===== src/rtl/quad2joy.sv =====
// ---------------------------------------------------------------------------
// quad2joy
//   Decodes a two-phase quadrature stream (steering encoder or its emulation)
//   into a wrapping position count, one-cycle direction pulses, held
//   left/right joystick-style levels, and an illegal-transition flag/counter.
//
// Ports
//   CLK       in   system clock (clk_6 domain)
//   reset     in   asynchronous active-high reset
//   quad_a    in   phase A, asynchronous
//   quad_b    in   phase B, asynchronous
//   clr       in   synchronous position clear (one cycle)
//   position  out  accumulated step count, two's complement, wraps
//   step_cw   out  one-cycle pulse per accepted clockwise step
//   step_ccw  out  one-cycle pulse per accepted counter-clockwise step
//   dir       out  direction of last valid step, 1 = cw
//   right     out  high while the cw hold timer is nonzero
//   left      out  high while the ccw hold timer is nonzero
//   err       out  one-cycle pulse on an illegal (two-bit) transition
//   err_cnt   out  saturating count of illegal transitions
// ---------------------------------------------------------------------------
module quad2joy #(
  parameter int SYNC_STAGES = 2,
  parameter int FILTER_LEN  = 4,
  parameter int CNT_W       = 8,
  parameter int HOLD        = 22500
) (
  input  logic             CLK,
  input  logic             reset,
  input  logic             quad_a,
  input  logic             quad_b,
  input  logic             clr,
  output logic [CNT_W-1:0] position,
  output logic             step_cw,
  output logic             step_ccw,
  output logic             dir,
  output logic             right,
  output logic             left,
  output logic             err,
  output logic [7:0]       err_cnt
);

  localparam int         TW = (HOLD < 2) ? 1 : $clog2(HOLD + 1);
  localparam logic [3:0] FL = 4'(FILTER_LEN);

  logic [SYNC_STAGES-1:0][1:0] r_sync;
  logic [1:0]                  w_syncOut;
  logic [1:0]                  r_cand;
  logic [3:0]                  r_cnt;
  logic                        w_stable;
  logic [1:0]                  r_acc;
  logic                        r_primed;
  logic                        r_evValid;
  logic [1:0]                  r_evOld;
  logic [1:0]                  r_evNew;
  logic                        w_isCw;
  logic                        w_isCcw;
  logic                        w_isErr;
  logic [CNT_W-1:0]            r_position;
  logic                        r_stepCw;
  logic                        r_stepCcw;
  logic                        r_dir;
  logic                        r_err;
  logic [7:0]                  r_errCnt;
  logic [TW-1:0]               r_cwTimer;
  logic [TW-1:0]               r_ccwTimer;

  // Both phases travel together through the synchronizer chain so the
  // filter always sees a coherent {A,B} pair.
  always_ff @(posedge CLK or posedge reset) begin
    if (reset) begin
      r_sync <= '0;
    end else begin
      r_sync[0] <= {quad_a, quad_b};
      for (int i = 1; i < SYNC_STAGES; i++) begin
        r_sync[i] <= r_sync[i-1];
      end
    end
  end

  assign w_syncOut = r_sync[SYNC_STAGES-1];

  // Stability filter: the candidate follows the synchronizer, and the counter
  // measures how long it has been unchanged (saturating at FILTER_LEN).
  always_ff @(posedge CLK or posedge reset) begin
    if (reset) begin
      r_cand <= 2'b00;
      r_cnt  <= 4'd0;
    end else if (w_syncOut != r_cand) begin
      r_cand <= w_syncOut;
      r_cnt  <= 4'd1;
    end else if (r_cnt != FL) begin
      r_cnt <= r_cnt + 4'd1;
    end
  end

  assign w_stable = (r_cnt == FL);

  // Acceptance: the first stable value after reset only primes the accepted
  // state; later stable changes are handed to the decoder as old/new pairs.
  always_ff @(posedge CLK or posedge reset) begin
    if (reset) begin
      r_acc     <= 2'b00;
      r_primed  <= 1'b0;
      r_evValid <= 1'b0;
      r_evOld   <= 2'b00;
      r_evNew   <= 2'b00;
    end else begin
      r_evValid <= 1'b0;
      if (w_stable) begin
        if (!r_primed) begin
          r_primed <= 1'b1;
          r_acc    <= r_cand;
        end else if (r_cand != r_acc) begin
          r_acc     <= r_cand;
          r_evValid <= 1'b1;
          r_evOld   <= r_acc;
          r_evNew   <= r_cand;
        end
      end
    end
  end

  // Transition table: single-bit moves along 00-10-11-01 are cw, the reverse
  // walk is ccw, and anything else (both bits flipping) is illegal.
  always_comb begin
    w_isCw  = 1'b0;
    w_isCcw = 1'b0;
    w_isErr = 1'b0;
    if (r_evValid) begin
      case ({r_evOld, r_evNew})
        4'b00_10, 4'b10_11, 4'b11_01, 4'b01_00: w_isCw  = 1'b1;
        4'b00_01, 4'b01_11, 4'b11_10, 4'b10_00: w_isCcw = 1'b1;
        default:                                w_isErr = 1'b1;
      endcase
    end
  end

  // Registered outputs: pulses, position (clear has priority), direction,
  // error counter and the two mutually exclusive hold timers.
  always_ff @(posedge CLK or posedge reset) begin
    if (reset) begin
      r_position <= '0;
      r_stepCw   <= 1'b0;
      r_stepCcw  <= 1'b0;
      r_dir      <= 1'b0;
      r_err      <= 1'b0;
      r_errCnt   <= 8'd0;
      r_cwTimer  <= '0;
      r_ccwTimer <= '0;
    end else begin
      r_stepCw  <= w_isCw;
      r_stepCcw <= w_isCcw;
      r_err     <= w_isErr;

      if (clr) begin
        r_position <= '0;
      end else if (w_isCw) begin
        r_position <= r_position + CNT_W'(1);
      end else if (w_isCcw) begin
        r_position <= r_position - CNT_W'(1);
      end

      if (w_isCw || w_isCcw) begin
        r_dir <= w_isCw;
      end

      if (w_isErr && (r_errCnt != 8'hFF)) begin
        r_errCnt <= r_errCnt + 8'd1;
      end

      if (w_isCw) begin
        r_cwTimer  <= TW'(HOLD);
        r_ccwTimer <= '0;
      end else if (w_isCcw) begin
        r_ccwTimer <= TW'(HOLD);
        r_cwTimer  <= '0;
      end else begin
        if (r_cwTimer != '0) begin
          r_cwTimer <= r_cwTimer - TW'(1);
        end
        if (r_ccwTimer != '0) begin
          r_ccwTimer <= r_ccwTimer - TW'(1);
        end
      end
    end
  end

  assign position = r_position;
  assign step_cw  = r_stepCw;
  assign step_ccw = r_stepCcw;
  assign dir      = r_dir;
  assign err      = r_err;
  assign err_cnt  = r_errCnt;
  assign right    = (r_cwTimer != '0);
  assign left     = (r_ccwTimer != '0);

endmodule


===== config.mk =====
export PLATFORM = sky130hd
export DESIGN_NAME = quad2joy
export DESIGN_NICKNAME = d
export VERILOG_FILES = /design/src/rtl/quad2joy.sv
export SDC_FILE = /design/constraint.sdc
export NUM_CORES = 1
export LEC_CHECK = 0
export CORE_ASPECT_RATIO = 1.25
export CORE_MARGIN = 2
export CORE_UTILIZATION = 45
export DETAILED_ROUTE_END_ITERATION = 8
export DONT_BUFFER_PORTS = 1
export PLACE_DENSITY = 0.59
export SYNTH_ARGS = -nofsm -noshare
export SYNTH_HDL_FRONTEND = slang
export SYNTH_SLANG_ARGS = --single-unit

===== constraint.sdc =====
create_clock -name CLK -period 2.5 [get_ports CLK]
set_input_delay 0.25 -clock CLK [delete_from_list [all_inputs] [get_ports CLK]]
set_output_delay 0.25 -clock CLK [all_outputs]
set_load 0.02 [all_outputs]

==> run metrics, run 1 <==
met3 usage between 3 and 4%; Sinks on Clock Net between 60 and 70; Top Usage Layer GRT met2; Post-synth top flop sky130_fd_sc_hd__dfrtp_1; final cycle utilization of the critical path roughly nine tenths; sw power approximately 1.2 mW; cell accounting for the most synthesized area sky130_fd_sc_hd__dfrtp_1; setup repair after global routing missed its margin false; Post-Syn Nets around 370; leftover overflow at the end of global routing 0; total power of the final layout 3.49 mW; effective utilization at floorplan a little under half; multiplexer area fraction after synthesis under 10%; TritonCTS clock tree built; DRC violation total after the first TritonRoute iteration around 120; Synth Area in Simple Gates between 10% and 20%; share of cells above drive strength 1 between 15 and 20%; worst voltage drop across the vdd grid between 0.3 and 0.4 mV; Mean Syn Cell Area ~10 um2; vias in the first global route ~2800; headroom to the max-slew limit between 40 and 50%; required time reported for the critical path endpoint 2250 ps; max-cap viol count 0; final wirelength ~7300 um; cts bufs inserted 9; final core utilization approximately half; total leakage power 1.73 nW; share of flip-flops with an asynchronous set or reset 100%; outcome finished, final reports clean; Final Skew between 8 and 9 ps; Hold Crit Class input pin to register; transition time at the pin with the least slew margin 776 ps; kind of end point of the critical path output pin; number of register bits inferred by synthesis 68; proportion of synthesized chip area in sequential cells between 40 and 50%; count of unique library cells instantiated by Yosys 55; part of the power in the clock network approximately 24%; standard-cell rows 36; maximum number of pins on one net before global-route repair 27; Final Hold Vio Count 0; top-area cell type share of the netlist area between 40 and 50%; main combinational cell family by area after synthesis simple AND/OR/NAND/NOR gates; clock latency reported for the late side of the worst-skew pair around 340 ps; # port buffers 0; number of enable-type register cells in the synthesized netlist 0; Sw Share 34.8%; worst endpoint data arrival time roughly 2000 ps; count of final max-slew check failures 0; post-route antenna net violation count 0; Worst Setup Path Type register to output pin; slowest stage cell, crit path sky130_fd_sc_hd__and4_2; power share of the sequential group between 40% and 50%; nets@finish roughly 390; P per Cell Area around 870 mW/mm2; H-tree levels 3; die width between 80 and 90 um; y dimension of the die ~100 um; GRT Util Overall 18.6%; antenna violations before repair 0; maximum buffer depth of the clock tree 2; cell with the most instances after synthesis sky130_fd_sc_hd__dfrtp_1; maximum cell stage delay along the critical path approximately 460 ps; share of synthesized cell area in full adder, half adder and majority cells 5.11%; Layout area overhead 12.2%; number of antenna cells inserted 0; Worst setup SP type register; XOR/XNOR Fraction of Synth Area under 10%; last weighted congestion value of the routability-driven placer around 0.90; total standard cell area after synthesis between 0.003 and 0.004 mm2; total DRC errors in the routed layout 0; Post-Route Setup TNS 0 ps; maximum net fanout on the critical path 14; Logic pwr share between 20% and 30%; Worst-path clk slew 80 ps; main area contributors after synthesis sky130_fd_sc_hd__dfrtp_1 (48%), sky130_fd_sc_hd__ha_1 (4.5%), sky130_fd_sc_hd__xnor2_1 (4.2%); Root Buffer sky130_fd_sc_hd__clkbuf_8; complex-gate fraction of the synthesized area 15.0%; Avg Vias per Cell approximately 5.8; Internal Power roughly 2.3 mW; clock period minus worst slack roughly 2300 ps; Commonest cells post-synth sky130_fd_sc_hd__dfrtp_1 (68), sky130_fd_sc_hd__a21oi_1 (24), sky130_fd_sc_hd__nor2_1 (21); HPWL after detailed placement between 5000 and 6000 um; maximum clock frequency roughly 440 MHz; 1st-pass router iterations 4; ordered cell list for the critical path nor4_1, and4_2, inv_1, buf_4; non-filler instance count after layout between 400 and 500; post-synthesis instance total between 300 and 400; count of yosys warnings during synthesis 0; final setup violating endpoints 0; routing usage on met2 a little under a third; I/O pin count 27; fillcell total a little over 700; core area about 0.0077 mm2; wire length of the first global-routing pass between 10000 and 15000 um; drt wl/cell roughly 15 um; cell count after placement 450; met1 track demand over resource 22.8%; via count 2709; die area slightly below 0.009 mm2
[metrics by stage]
stage | instance area [um2] | worst slack, ps | hold slack [ps]
4_1_cts | 4000 | 22.2 | 46.5
3_5_place_dp | 3760 | -50.1 | 178
5_1_grt | 4010 | 86.9 | 48.7
2_1_floorplan | 3580 | 66.3 | 281
3_3_place_gp | 3760 | 92.1 | 171
6_report | 4010 | 211 | 64.2
[final timing paths]
kind / from / endpoint / slack, ps / cells after the start
min in group asynchronous: reset / r_cwTimer[11] / 370 / 2
max reg2reg: r_evNew[1] / position[7] / 240 / 7
max in group asynchronous: reset / position[5] / 1420 / 3
max: r_cwTimer[10] / right / 210 / 4
min: clr / position[6] / 60 / 1
min reg2reg: r_sync[1] / w_syncOut[1] / 350 / 0
[registers in the layout (all words and copies together), names as in the netlist]
register / count
r_ccwTimer: 15
dir: 1
position: 8
r_cnt: 4
r_acc: 2
r_evValid: 1
r_cand: 2
err: 1
step_cw: 1
w_syncOut: 2
r_evNew: 2
r_primed: 1
r_cwTimer: 15
r_evOld: 2
err_cnt: 8
r_sync: 2
step_ccw: 1
[critical path, delay by kind of cell (launching register included)]
kind / cells / cell delay [ps]
flip-flops: 1 / 440
buffers and inverters: 2 / 390
AND/OR/NAND/NOR: 2 / 860
[kinds of logic (layout without fill, tap and decap cells)]
logic type,after synthesis,in the layout
mux,9,9
flops,68,68
fa+ha+maj,14,14
buf+inv,31,57
xor+xnor,29,29
compound gates,83,83
simple gates,115,115
[routing by layer]
layer | vias up | part of all wire (%)
li1 | 1330 | -
met1 | 1321 | 44
met2 | 42 | 50
met3 | 16 | 3.2
met4 | 0 | 2.7
met5 | - | 0
[layout by cell type, fill, tap and decap left out, types with 5 or more instances in the layout]
cell type and n:
sky130_fd_sc_hd__nand2_1 17, sky130_fd_sc_hd__clkbuf_8 11, sky130_fd_sc_hd__nor2_1 21, sky130_fd_sc_hd__a21oi_1 24, sky130_fd_sc_hd__xor2_1 11, sky130_fd_sc_hd__a31oi_1 5, sky130_fd_sc_hd__a211oi_1 9, sky130_fd_sc_hd__nand4b_1 5
sky130_fd_sc_hd__ha_1 13, sky130_fd_sc_hd__nor4_1 5, sky130_fd_sc_hd__o211ai_1 5, sky130_fd_sc_hd__mux2_2 8, sky130_fd_sc_hd__dfrtp_1 68, sky130_fd_sc_hd__o21ai_0 15, sky130_fd_sc_hd__or4_1 7, sky130_fd_sc_hd__nand3_1 17
sky130_fd_sc_hd__inv_1 18, sky130_fd_sc_hd__xnor2_1 17, sky130_fd_sc_hd__buf_4 17, sky130_fd_sc_hd__and3_1 7, sky130_fd_sc_hd__or3_1 7
[cell type report]
cell class / instances / area [um2] / area share, %
multi-input cells: 250 / 1760 / 43.9
flip-flops and latches: 68 / 1700 / 42.4
repair buffers: 21 / 168 / 4.18
clock buffers: 11 / 151 / 3.77
well taps: 95 / 119 / 2.96
inverters: 20 / 75.1 / 1.87
clock inverters: 5 / 36.3 / 0.904
[power by group through the flow]
stage	clock (mW)	sequential [mW]	combinational [mW]
2_1_floorplan	0	1.60	0.776
3_3_place_gp	0	1.67	0.970
3_5_place_dp	0	1.67	0.988
4_1_cts	0.876	1.65	1.00
5_1_grt	0.921	1.71	1.15
6_report	0.841	1.66	0.992
[timing repair]
item | in CTS | in global routing
endpoints found under the hold margin | 25 | 0
hold buffers | 4 | 0
endpoints found under the setup margin | 3 | 3
gates resized for setup | 1 | 3
setup buffers | 0 | 0
cloned | 0 | 0
No activity file was read; power rests on OpenSTA's default activity.
==> run 2, diff against run 1 <==
--- a/config.mk
+++ b/config.mk
@@ -11,6 +11,7 @@
 export DETAILED_ROUTE_END_ITERATION = 8
 export DONT_BUFFER_PORTS = 1
 export PLACE_DENSITY = 0.59
+export RECOVER_POWER = 50
 export SYNTH_ARGS = -nofsm -noshare
 export SYNTH_HDL_FRONTEND = slang
 export SYNTH_SLANG_ARGS = --single-unit
==> run 2 against run 1 <==
Against the previous run:
- register-to-register slack barely moved
- first-iteration DRC count did not move
- wire length did not move
- critical path type unchanged
- highest routed layer unchanged
==> run metrics, run 2 (synthesized netlist as in run 1, its figures left out) <==
outcome finished, final reports clean; maximum clock frequency about 440 MHz; P per Cell Area 871 mW/mm2; kind of end point of the critical path output pin; Post-CTS Repair Setup Buffers 0; final wirelength slightly above 7000 um; wire length of the first global-routing pass 13100 um; GRT Util Overall about 19%; most frequent standard cell in the layout excluding fill and tap cells sky130_fd_sc_hd__dfrtp_1; worst endpoint data arrival time between 2000 and 2500 ps; drt wl/cell ~15 um; count of final max-slew check failures 0; # port buffers 0; termination of the worst setup path right; via count 2705; setup repair after global routing missed its margin false; registers with the most flip-flops r_ccwTimer x15, r_cwTimer x15; worst slack after detailed placement -50.1 ps; Final Skew slightly above 8 ps; maximum number of pins on one net before global-route repair 27; Worst setup SP type register; TritonCTS clock tree built; maximum net fanout on the critical path 14; clock period minus worst slack ~2300 ps; clock latency reported for the late side of the worst-skew pair 340 ps; vias in the first global route roughly 2800; Layout area overhead 12.0%; leftover overflow at the end of global routing 0; final setup violating endpoints 0; Avg Vias per Cell 5.76; post-route antenna net violation count 0; Sinks on Clock Net 68; Worst setup startpoint r_cwTimer[10]; headroom to the max-slew limit a little under half; y dimension of the die 104 um; worst voltage drop across the vdd grid a little under 0.4 mV; 1st-pass router iterations 4; maximum buffer depth of the clock tree 2; fillcell total around 720; core area just under 0.008 mm2; Final Hold Vio Count 0; worst reg2reg path startpoint r_evOld[1]; transition time at the pin with the least slew margin 812 ps; non-filler instance count after layout 470; HPWL after detailed placement a little over 5000 um; Worst-path clk slew 80 ps; cell count after placement 450; die area between 0.008 and 0.009 mm2; number of antenna cells inserted 0; total DRC errors in the routed layout 0; Hold Crit Class input pin to register; length in cells of the worst reg-to-reg path 7; H-tree levels 3; Root Buffer sky130_fd_sc_hd__clkbuf_8; DRC violation total after the first TritonRoute iteration ~120; antenna violations before repair 0; Post-Route Setup TNS 0 ps; die width between 80 and 90 um; last weighted congestion value of the routability-driven placer around 0.90; Min Hold Slack 64.1 ps; standard-cell rows 36; nets@finish slightly below 400; cts bufs inserted 9; final cycle utilization of the critical path about nine tenths; total leakage power around 1.7 nW; share of cells above drive strength 1 between 10 and 15%; I/O pin count 27; most used cells in the layout excluding fill and tap cells sky130_fd_sc_hd__dfrtp_1 (68), sky130_fd_sc_hd__a21oi_1 (24), sky130_fd_sc_hd__nor2_1 (21); Worst Setup Path Type register to output pin; required time reported for the critical path endpoint 2250 ps; final core utilization slightly above 50%; effective utilization at floorplan between 40 and 50%; worst reg-to-reg setup slack 240 ps; post-route worst setup slack around 210 ps; Reg-to-Reg End position[7]; max-cap viol count 0
[run 2: changes by cell type in the layout (fill, tap and decap cells not counted)]
cell                       change
sky130_fd_sc_hd__inv_2         -1
sky130_fd_sc_hd__buf_4         -3
sky130_fd_sc_hd__inv_1         +1
sky130_fd_sc_hd__clkbuf_1      +1
sky130_fd_sc_hd__clkbuf_2      +2
[run 2: worst min path at each step]
stage / startpoint / endpoint / slack [ps] / cells past startpoint
finish: clr / position[6] / 60 / 1
global route: clr / position[6] / 50 / 1
CTS: clr / position[6] / 50 / 1
detailed placement: reset / r_cwTimer[13] / 180 / 1
global placement: reset / r_cnt[3] / 170 / 1
floorplan: quad_b / r_sync[0] / 280 / 0
[run 2: power breakdown]
part           internal (mW)  switching (mW)
combinational          0.489           0.502
sequential              1.37           0.286
clock                  0.413           0.428
[run 2: timing repair]
action	CTS	global route
gates resized for setup	1	3
hold buffers	4	0
endpoints found under the hold margin	25	0
setup endpoints to repair	3	3
[run 2: layout make-up]
cell class                 count  area (um2)  share of cell area [%]
clock buffer                  11         151                    3.78
clock inverter                 5        36.3                   0.906
inverter                      20        75.1                    1.88
multi-input combinational    250        1760                    44.0
sequential                    68        1700                    42.5
tap                           95         119                    2.97
timing repair buffer          21         159                    3.97
[run 2: metal layers]
layer  vias to the layer above  global-route usage [%]  share of wire [%]
met2                        40                    30.6                 50
met3                        16                    3.98                3.1
met5                         -                       0                  0
met4                         0                    9.45                2.7
met1                      1318                    22.8                 44
li1                       1331                       -                  -
[run 2: stage by stage]
stage / area [um2] / total power [mW]
CTS: 4000 / 3.53
detailed placement: 3760 / 2.66
global placement: 3760 / 2.64
global route: 4000 / 3.78
finish: 4000 / 3.49
floorplan: 3580 / 2.38
[run 2: worst max-delay path, cell delays in order (launching register included)]
cell                      delay, ps
sky130_fd_sc_hd__dfrtp_1        440
sky130_fd_sc_hd__nor4_1         400
sky130_fd_sc_hd__and4_2         460
sky130_fd_sc_hd__inv_1          190
sky130_fd_sc_hd__buf_4          200
==> run 3, diff against run 2 <==
--- a/config.mk
+++ b/config.mk
@@ -8,6 +8,7 @@
 export CORE_ASPECT_RATIO = 1.25
 export CORE_MARGIN = 2
 export CORE_UTILIZATION = 45
+export CTS_BUF_LIST = sky130_fd_sc_hd__clkbuf_16
 export DETAILED_ROUTE_END_ITERATION = 8
 export DONT_BUFFER_PORTS = 1
 export PLACE_DENSITY = 0.59
==> run 3 against run 2 <==
Against the previous run:
- total power rose by 8.5%
- first-iteration DRC count rose by 9.3%
- worst hold slack improved by 21 ps
- wire length rose by 1.7%
- clock power rose by 34%
- sequential power barely moved
- design area rose by 2.0%
- fmax rose by 0.54%
- critical path depth did not move
- largest cell class unchanged
- largest power group unchanged
- highest routed layer unchanged
==> run metrics, run 3 (synthesized netlist as in run 1, its figures left out) <==
Post-Route Setup TNS 0 ps; HPWL after detailed placement between 5000 and 6000 um; effective utilization at floorplan between 40 and 50%; final cycle utilization of the critical path between 90% and 100%; I/O pin count 27; Final Hold Vio Count 0; most used cells in the layout excluding fill and tap cells sky130_fd_sc_hd__dfrtp_1 (68), sky130_fd_sc_hd__a21oi_1 (24), sky130_fd_sc_hd__nor2_1 (21); # port buffers 0; Min Hold Slack between 80 and 90 ps; worst voltage drop across the vdd grid roughly 0.63 mV; Worst setup SP type register; maximum clock frequency 440 MHz; clock latency reported for the late side of the worst-skew pair between 300 and 400 ps; post-place instance area 0.00376 mm2; wire length of the first global-routing pass around 13000 um; max-cap viol count 0; clock period minus worst slack approximately 2300 ps; DRC violation total after the first TritonRoute iteration 129; headroom to the max-slew limit 46.1%; GRT Util Overall 18.4%; H-tree levels 3; transition time at the pin with the least slew margin 807 ps; setup repair after global routing missed its margin false; P per Cell Area between 900 and 1000 mW/mm2; share of cells above drive strength 1 between 10 and 15%; M1 WL ~3300 um; cts bufs inserted 9; count of final max-slew check failures 0; post-route antenna net violation count 0; worst endpoint data arrival time approximately 2000 ps; TritonCTS clock tree built; outcome finished, final reports clean; Root Buffer sky130_fd_sc_hd__clkbuf_16; 1st-pass router iterations 4; via count 2748; Hold Crit Class input pin to register; last weighted congestion value of the routability-driven placer approximately 0.9; core area 0.00775 mm2; Post-CTS Repair Setup Buffers 0; y dimension of the die a little over 100 um; Top Layer Used met4; Sinks on Clock Net about 70; maximum net fanout on the critical path 14; Met3 Routed Length 244 um; vias in the first global route roughly 2800; die width about 84 um; standard-cell rows 36; nets@finish ~400; total DRC errors in the routed layout 0; post-route cell area approximately 0.0041 mm2; Avg Vias per Cell roughly 6; final setup violating endpoints 0; number of antenna cells inserted 0; maximum number of pins on one net before global-route repair 27; required time reported for the critical path endpoint 2250 ps; registers with the most flip-flops r_ccwTimer x15, r_cwTimer x15; total leakage power about 1.8 nW; final wirelength roughly 7400 um; Worst-path clk slew ~60 ps; Final Skew 5.66 ps; die area around 0.0087 mm2; wire length on met2 3670 um; kind of end point of the critical path output pin; maximum buffer depth of the clock tree 2; leftover overflow at the end of global routing 0; antenna violations before repair 0; Worst Setup Path Type register to output pin; drt wl/cell 15.7 um; Layout area overhead 14.2%; most frequent standard cell in the layout excluding fill and tap cells sky130_fd_sc_hd__dfrtp_1
==> run 3: cell count changes in the layout (fill, tap and decap cells not counted) <==
cell | previous run | this run
sky130_fd_sc_hd__clkbuf_16 | 0 | 9
sky130_fd_sc_hd__clkbuf_8 | 11 | 0
sky130_fd_sc_hd__clkinv_1 | 0 | 2
==> run 3: worst max-delay path, cell delays in order (launching register included) <==
cell	delay [ps]
sky130_fd_sc_hd__dfrtp_1	430
sky130_fd_sc_hd__nor4_1	400
sky130_fd_sc_hd__and4_2	470
sky130_fd_sc_hd__inv_1	190
sky130_fd_sc_hd__buf_4	200
==> run 3: report_power, final <==
| part | leakage [nW] | total (mW) | internal (mW) | switching, mW |
|---|---|---|---|---|
| Clock | 0.123 | 1.13 | 0.663 | 0.468 |
| Sequential | 0.884 | 1.66 | 1.37 | 0.287 |
| Combinational | 0.757 | 0.995 | 0.489 | 0.505 |
| Total | 1.76 | 3.79 | 2.53 | 1.26 |
==> run 3: stage by stage <==
step           instances  setup WS (ps)  util [%]  power, mW
2_1_floorplan        349           66.3         -       2.38
3_3_place_gp         450           92.1      48.6       2.64
3_5_place_dp         450          -50.1      48.6       2.66
6_report             470            227      52.7       3.79
5_1_grt              470            101      52.7       4.07
4_1_cts              470           55.6      52.6       3.82
==> run 3: cell type report <==
| class | count | area (um2) |
|---|---|---|
| clock inverter | 7 | 43.8 |
| inverter | 20 | 75.1 |
| clock buffer | 9 | 225 |
| multi-input combinational | 250 | 1760 |
| timing repair buffer | 21 | 159 |
| sequential | 68 | 1700 |
| tap | 95 | 119 |
| fill | 712 | 3660 |
==> run 3: per-layer routing <==
metal / up-vias / track usage (%)
met5: - / 0
met4: 0 / 6.45
met3: 15 / 4.54
met2: 51 / 30.9
met1: 1353 / 23.1
li1: 1329 / -
==> run 3: repair_timing <==
item,in CTS,in global routing
resized for setup,1,3
setup endpoints to repair,3,2
hold buffers,4,0
hold endpoints to repair,25,0
==> run 3: final timing paths <==
| path | slack [ps] | from | depth (start not counted) | endpoint |
|---|---|---|---|---|
| min in group asynchronous | 530 | reset | 2 | r_cwTimer[11] |
| max reg2reg | 260 | r_evNew[1] | 7 | position[7] |
| max in group asynchronous | 860 | reset | 3 | r_ccwTimer[13] |
| max | 230 | r_cwTimer[10] | 4 | right |
| min | 90 | clr | 1 | position[6] |
| min reg2reg | 350 | r_sync[1] | 0 | w_syncOut[1] |
